===== src/rtl/data_mem_wait_ctrl.sv =====
// Multi-cycle word-addressed data memory for the MEM stage: accepts a load/store,
// idles WAIT_STATES cycles, performs the access, then pulses ready for one cycle.
module data_mem_wait_ctrl #(
    parameter int WORDS       = 64,
    parameter int BASE_ADDR   = 1024,
    parameter int WAIT_STATES = 2
) (
    input  logic        clk,
    input  logic        rst,
    input  logic        mem_r_en,
    input  logic        mem_w_en,
    input  logic [31:0] alu_result,
    input  logic [31:0] st_val,
    output logic [31:0] mem_rd_data,
    output logic        ready,
    output logic        freeze,
    output logic        addr_err
);

    localparam int IW = (WORDS > 1) ? $clog2(WORDS) : 1;

    typedef enum logic [1:0] {
        S_IDLE = 2'd0,
        S_WAIT = 2'd1,
        S_DONE = 2'd2
    } state_t;

    state_t state, state_nxt;

    logic          req;
    logic [31:0]   offset;
    logic          in_range;
    logic          bad_req;
    logic          accept;
    logic          access;
    logic          unused_bits;

    logic          op_store;
    logic [IW-1:0] idx;
    logic [31:0]   st_q;
    logic          valid_q;
    logic [3:0]    cnt;

    logic [31:0]   mem [WORDS];

    assign req         = mem_r_en | mem_w_en;
    assign offset      = alu_result - 32'(BASE_ADDR);
    assign in_range    = (alu_result >= 32'(BASE_ADDR)) && (offset[31:2] < 30'(WORDS));
    assign bad_req     = ~in_range | (mem_r_en & mem_w_en);
    assign unused_bits = ^offset[1:0];

    assign accept = (state == S_IDLE) && req;
    // The access happens in the last WAIT cycle, only if the request is still held.
    assign access = (state == S_WAIT) && req && (cnt == 4'd0);

    always_ff @(posedge clk or posedge rst) begin
        if (rst) begin
            state <= S_IDLE;
        end else begin
            state <= state_nxt;
        end
    end

    always_comb begin
        state_nxt = state;
        case (state)
            S_IDLE: begin
                if (req) state_nxt = S_WAIT;
            end
            S_WAIT: begin
                if (!req) begin
                    state_nxt = S_IDLE;
                end else if (cnt == 4'd0) begin
                    state_nxt = S_DONE;
                end
            end
            S_DONE: begin
                state_nxt = S_IDLE;
            end
            default: begin
                state_nxt = S_IDLE;
            end
        endcase
    end

    always_comb begin
        ready  = (state == S_DONE);
        freeze = req & ~ready;
    end

    // Request context is captured once on acceptance; later input changes are ignored.
    always_ff @(posedge clk or posedge rst) begin
        if (rst) begin
            cnt         <= 4'd0;
            mem_rd_data <= 32'd0;
            addr_err    <= 1'b0;
            op_store    <= 1'b0;
            idx         <= '0;
            st_q        <= 32'd0;
            valid_q     <= 1'b0;
        end else begin
            if (accept) begin
                op_store <= mem_w_en;
                idx      <= offset[IW+1:2];
                st_q     <= st_val;
                valid_q  <= in_range;
                cnt      <= 4'(WAIT_STATES);
                if (bad_req) addr_err <= 1'b1;
            end else if ((state == S_WAIT) && req && (cnt != 4'd0)) begin
                cnt <= cnt - 4'd1;
            end
            if (access && !op_store) begin
                mem_rd_data <= valid_q ? mem[idx] : 32'd0;
            end
        end
    end

    // The array has no reset; a reset mid-WAIT drops state first, so no write occurs.
    always_ff @(posedge clk) begin
        if (access && op_store && valid_q && !rst) begin
            mem[idx] <= st_q;
        end
    end

endmodule

===== config.mk =====
export PLATFORM = sky130hd
export DESIGN_NAME = data_mem_wait_ctrl
export DESIGN_NICKNAME = d
export VERILOG_FILES = /design/src/rtl/data_mem_wait_ctrl.sv
export SDC_FILE = /design/constraint.sdc
export NUM_CORES = 2
export LEC_CHECK = 0
export BUFFER_PORTS_ARGS = -buffer_cell sky130_fd_sc_hd__buf_2
export CELL_PAD_IN_SITES_DETAIL_PLACEMENT = 1
export CELL_PAD_IN_SITES_GLOBAL_PLACEMENT = 2
export CORE_MARGIN = 10
export CORE_UTILIZATION = 53
export CTS_BUF_LIST = sky130_fd_sc_hd__clkbuf_4 sky130_fd_sc_hd__clkbuf_8 sky130_fd_sc_hd__clkbuf_16
export DETAILED_ROUTE_END_ITERATION = 6
export PLACE_DENSITY = 0.82
export SLEW_MARGIN = 25
export SYNTH_ARGS = -nofsm -noshare
export SYNTH_HDL_FRONTEND = slang
export SYNTH_SLANG_ARGS = --single-unit

===== constraint.sdc =====
create_clock -name clk -period 7.55 [get_ports clk]
set_clock_uncertainty 0.1 [all_clocks]
set_input_delay 0.3775 -clock clk [delete_from_list [all_inputs] [get_ports clk]]
set_output_delay 0.3775 -clock clk [all_outputs]
set_load 0.02 [all_outputs]

# Yosys cells after proc, flatten, opt, wreduce, memory -nomap -nowiden
# Memories as Yosys holds them, arrays and structs flattened.
# Index checks and enable logic that the tools add are counted.
# W data, S select, Z words.
[word_totals]
ram_bits = 2048
out_inout_bits = 35
inputBits = 68
wordCells = 49
n_memories = 1
ff_bits = 79
[memory_table]
columns = ["memory", "words", "word_bits", "read_ports", "rd_ports_with_merged_regs", "write_ports", "line_no", "text"]
rows = [
  ["mem", 64, 32, 1, 0, 1, "44", "logic [31:0] mem [WORDS];"],
]
[op_classes]
n_addsub = 2
muxes = 9
n_eq_ne = 4
reduce_logical = 17
order_cmp = 2
bitwise_logic = 6
[op_table]
columns = ["cell", "n"]
rows = [
  ["$ge A32 B11 Y1 const B", 1],
  ["$mux W32", 1],
  ["$sub A32 B11 Y32 const B", 1],
  ["$lt A30 B7 Y1 const B", 1],
  ["$logic_and A1 B1 Y1", 9],
  ["$mux W4", 2],
  ["$mux W2", 3],
  ["$logic_not A4 Y1", 1],
  ["$pmux W2 S2", 1],
  ["$reduce_and A2 Y1", 2],
  ["$reduce_bool A4 Y1", 1],
  ["$sub A4 B1 Y4 const B", 1],
  ["$ne A3 B2 Y1 const B", 1],
  ["$and A1 B1 Y1", 2],
  ["$eq A2 B1 Y1 const B", 1],
  ["$eq A2 B2 Y1 const B", 1],
  ["$logic_not A1 Y1", 2],
  ["$logic_not A2 Y1", 1],
  ["$mux W1", 2],
  ["$ne A2 B2 Y1 const B", 1],
  ["$not A1 Y1", 2],
  ["$or A1 B1 Y1", 2],
  ["$reduce_bool A2 Y1", 1],
]

# Depth between registers and ports, before layout
[depth]
ltp_word = 8
mapped_depth = 11
depth_no_buf = 8

# Worst setup path after synthesis
# Ideal clock, no wire load.
[synth_path]
kind = "input to register"
from = "input rst"
to = "memory mem[13][0], enable pin"
path_stages = 5
setup_slack_ps = 2752
n_path_buf = 1
setup_time_ps = 421
required_time_ps = 7029
t_arrival_ps = 4277
cell_sequence = "inv_1 and4_1 clkbuf_1 nand3_1 nor2_1"
[synth_between]
elab_chain_len = 4
[synth_rtl]
columns = ["item", "line_no", "text"]
rows = [
  ["start, declared", "9", "input logic rst,"],
  ["$logic_not A1 Y1", "120", "if (access && op_store && valid_q && !rst) begin"],
  ["$logic_and A1 B1 Y1", "120", ""],
  ["$mux W1", "120", ""],
  ["$mux W1 (not written as such)", "121", "mem[idx] <= st_q;"],
  ["end, declared", "44", ""],
]
# No other way between the ends.

# Worst setup path after layout
[layout_path]
from = "register cnt[0]"
to = "memory mem[35][14], enable pin"
[layout_between]
elab_chain_len = 7
[layout_rtl]
columns = ["item", "line_no", "text"]
rows = [
  ["start, declared", "42", "logic [3:0] cnt;"],
  ["start signal, assigned", "107", "cnt <= 4'(WAIT_STATES);"],
  ["start signal, assigned", "110", "cnt <= cnt - 4'd1;"],
  ["$logic_not A4 Y1", "54", "assign access = (state == S_WAIT) && req && (cnt == 4'd0);"],
  ["$logic_and A1 B1 Y1", "54", ""],
  ["$logic_and A1 B1 Y1 (3 in series)", "120", ""],
  ["$mux W1", "120", ""],
  ["$mux W1 (not written as such)", "121", ""],
]
# No other way between the ends.

==> results.md <==
- Status: finished clean
- Clock sink total: 2127
- Slew Limit Fails: 0
- Max Root-Sink Buffers: 3
- Sequential fraction of the synthesis area: 77.61%
- Initial DRT Pass Iterations: 6
- Crit. End Element: register
- Syn Area/Cell: 18.67 µm²
- Clock Root Buffer: clkbuf_16
- Critical Path RT: 7.94 ns
- Footprint of the multi-input gates: 17510 µm²
- Core area: 153700 µm²
- CP Buf/Inv Count: 2
- I/O Pins: 103
- Crit-path slowest cell: nor2_4
- Routability Congestion: 0.8367
- First-pass GRT wire length: 402.3 mm
- Worst-path clk slew: 0.06 ns
- GRT overflow: 0
- Setup TNS Final: 0 ns
- Final hold vios: 0
- Buffers added on ports: 100
- Min-Delay Path Class: in -> async
- Critical-path maximum fanout: 17
- Register-to-register setup slack: 2.31 ns
- Tmin final: 5.238 ns
- Layout Nets: 4671
- R2R cell count: 8
- Largest net degree at the start of global routing: 114
- Critical Path AT: 5.63 ns
- Power per cell area: 404.8 nW/µm²
- CP top delay family: simple AND/OR/NAND/NOR gates
- Post-synthesis sequential element count: 2127
- Crit Path Class: reg -> reg
- Setup WS pre-CTS: 2.548 ns
- Reg-to-reg endpoint: mem[35][14]$_DFFE_PP_
- Leakage: 29.68 nW
- Drt total wl: 291.4 mm
- Max Clock Freq: 0.1909 GHz
- Wire per inst: 42.63 µm
- Drt via density: 7.244
- Final worst-path cycle share: 69.37%
- Routed vias: 49510
- Global Route Usage Sum: 33.83%
- Unrepaired setup endpoints after global routing: false
- Iter 0 DRT Violations: 8847
- Startpoint Class: register
- Async SR Flop Fraction: 3.714%
- Reg-to-Reg Start: cnt[0]$_DFFE_PP0P_
- Layout cells sized above 1: 23.76%
- Syn Inst Count: 4381
- Final worst slack: 2.312 ns
- H-tree depth: 4
- Slew margin rel.: 24.31%
- CTS tree: yes
- # rows: 144
- CTS buffer count: 207
- DRT antenna net count: 0
- Syn nets: 4450
- Yosys warns: 0
- Die width: 412.8 µm
- DR DRC count: 0
- Final setup viols: 0
- FF/Latch Area: 63560 µm²
- Peak supply drop: 0.5070 mV
- Area grow syn2layout: 13.82%
- Initial antenna violation count: 18
- Hpwl dp: 160.0 mm
- Die height: 412.8 µm
- Critical path cell sequence: inv_1 > ha_1 > or3b_1 > nor3_1 > and4_1 > nand2_1 > nor2_4 > buf_4
- Max-cap viol count: 0
- Die area: 170400 µm²
- Most used DFF post-synth: edfxtp_1
- Slew @ Worst Pin: 1.133 ns
- Delay of the slowest critical-path stage: 1.07 ns
- Synth unique cells: 73
- Number of synthesized flops with an enable pin: 2048
- Effective utilization at floorplan: 53.22%
- Filler cells: 12960
- Worst-Skew Late Latency: 0.88 ns
- Mapped cell area: 81790 µm²
- Vias in the first global route: 50270
==> sequential cells by signal, indices dropped and copies added, names as in the netlist <==
register,flops
cnt,4
mem_rd_data,32
mem,2048
st_q,32
idx,6
addr_err,1
valid_q,1
op_store,1
state,2
==> through the flow <==
step	cell area [µm²]	power (mW)	util, %	instances	hold slack [ns]
6_report	93100	37.69	60.58	6835	0.03764
5_1_grt	93080	38.42	60.56	6826	0.09759
4_1_cts	92970	37.30	60.49	6823	0.03005
3_5_place_dp	85660	26.97	55.74	6388	0.3392
3_3_place_gp	85530	26.59	55.65	6383	0.3409
2_1_floorplan	81790	21.85	-	4381	0.3825
==> worst max-delay path by stage <==
| stage | from | slack [ns] | cells past startpoint | to |
|---|---|---|---|---|
| after detailed placement | cnt[0]$_DFFE_PP0P_ | 2.55 | 8 | mem[35][9]$_DFFE_PP_ |
| after global routing | cnt[0]$_DFFE_PP0P_ | 2.32 | 8 | mem[35][21]$_DFFE_PP_ |
| after floorplan | rst | 2.75 | 5 | mem[13][0]$_DFFE_PP_ |
| after global placement | cnt[0]$_DFFE_PP0P_ | 2.56 | 8 | mem[35][14]$_DFFE_PP_ |
| final | cnt[0]$_DFFE_PP0P_ | 2.31 | 8 | mem[35][14]$_DFFE_PP_ |
| after CTS | cnt[0]$_DFFE_PP0P_ | 2.54 | 8 | mem[35][14]$_DFFE_PP_ |
==> metal layers <==
| metal | vias up | global-route usage, % | share of wire, % |
|---|---|---|---|
| met2 | 4213 | 51.62 | 46 |
| met3 | 920 | 9.239 | 13 |
| li1 | 18660 | - | - |
| met1 | 25700 | 44.30 | 35 |
| met5 | - | 0 | 0.062 |
| met4 | 22 | 18.38 | 6.3 |
==> cells in the mapped netlist (all sizes together), types with 6 or more instances <==
cell	number	area share, %
a2111oi	9	0.12
a211o	10	0.11
a211oi	11	0.10
a21oi	137	0.84
a221o	36	0.44
a221oi	220	2.4
a222oi	13	0.16
a22o	27	0.29
a22oi	156	1.4
a2bb2oi	7	0.075
a31oi	33	0.25
a32oi	6	0.064
a41oi	8	0.086
and2	11	0.087
and3	13	0.099
buf	180	1.1
clkbuf	126	0.58
dfrtp	79	2.4
edfxtp	2048	75
inv	6	0.028
mux2	220	3.0
mux2i	244	3.0
mux4	139	3.8
nand2	91	0.42
nand2b	6	0.046
nand3	25	0.15
nand3b	6	0.055
nor2	165	0.76
nor2b	9	0.069
nor3	13	0.080
nor4	6	0.054
o21ai	99	0.61
o221ai	21	0.22
o22a	13	0.14
o22ai	100	0.76
o2bb2ai	17	0.18
o32a	7	0.086
==> placed cells by master (no fill, tap or decap), types with 9 or more instances in the layout <==
cell type / instances
edfxtp_1: 2048
mux2i_1: 244
mux2_2: 220
a221oi_1: 218
clkbuf_16: 208
a22oi_1: 155
buf_4: 150
mux4_2: 139
a21oi_1: 137
o22ai_1: 100
buf_2: 100
o21ai_0: 96
nor2_1: 95
nand2_1: 91
nor2_4: 68
clkbuf_4: 55
dlygate4sd3_1: 46
dfrtp_1: 44
clkinv_2: 44
a221o_1: 36
a31oi_1: 33
clkinv_1: 33
a22o_1: 27
nand3_1: 24
o221ai_1: 21
dfrtp_2: 18
o2bb2ai_1: 17
dfrtp_4: 17
buf_12: 17
o22a_1: 13
a222oi_1: 13
bufinv_16: 13
and3_1: 12
clkbuf_8: 12
a211oi_1: 11
a211o_1: 10
nor3_1: 10
diode_2: 9
==> logic make-up (layout without fill, tap and decap cells) <==
kind of cell,Yosys count,in the layout,synth area share [%]
flops,2127,2127,77.61
compound gates,957,957,8.631
mux,603,603,9.842
simple gates,376,376,2.102
buf+inv,313,714,1.759
xor+xnor,3,3,0.03213
fa+ha+maj,2,2,0.02753
other cells,0,9,0
==> worst register-to-register path: stages, from the launching register on <==
cell and delay (ns):
dfrtp_1 0.37, inv_1 0.09, ha_1 0.18, or3b_1 0.48, nor3_1 0.24, and4_1 0.85, nand2_1 0.81, nor2_4 1.07
buf_4 0.64
==> cell type report <==
| class | count | area share, % |
|---|---|---|
| Antenna cell | 9 | 0.02419 |
| Inverter | 7 | 0.04166 |
| Multi-Input combinational cell | 1941 | 18.80 |
| Timing Repair Buffer | 318 | 2.755 |
| Clock inverter | 114 | 1.144 |
| Clock buffer | 275 | 6.212 |
| Tap cell | 2044 | 2.747 |
| Sequential cell | 2127 | 68.27 |
==> where the power goes <==
part | total, mW | internal (mW) | switching [mW]
Combinational | 11.3 | 3.30 | 8.00
Sequential | 15.9 | 14.9 | 1.04
Clock | 10.5 | 5.86 | 4.61
==> timing repair <==
| action | CTS | global route |
|---|---|---|
| buffers inserted | 0 | 0 |
| endpoints found under the hold margin | 76 | 0 |
| endpoints found under the setup margin | 0 | 0 |
| gates resized for setup | 0 | 0 |
| hold buffers | 46 | 0 |
(Power assumes the default switching activity.)
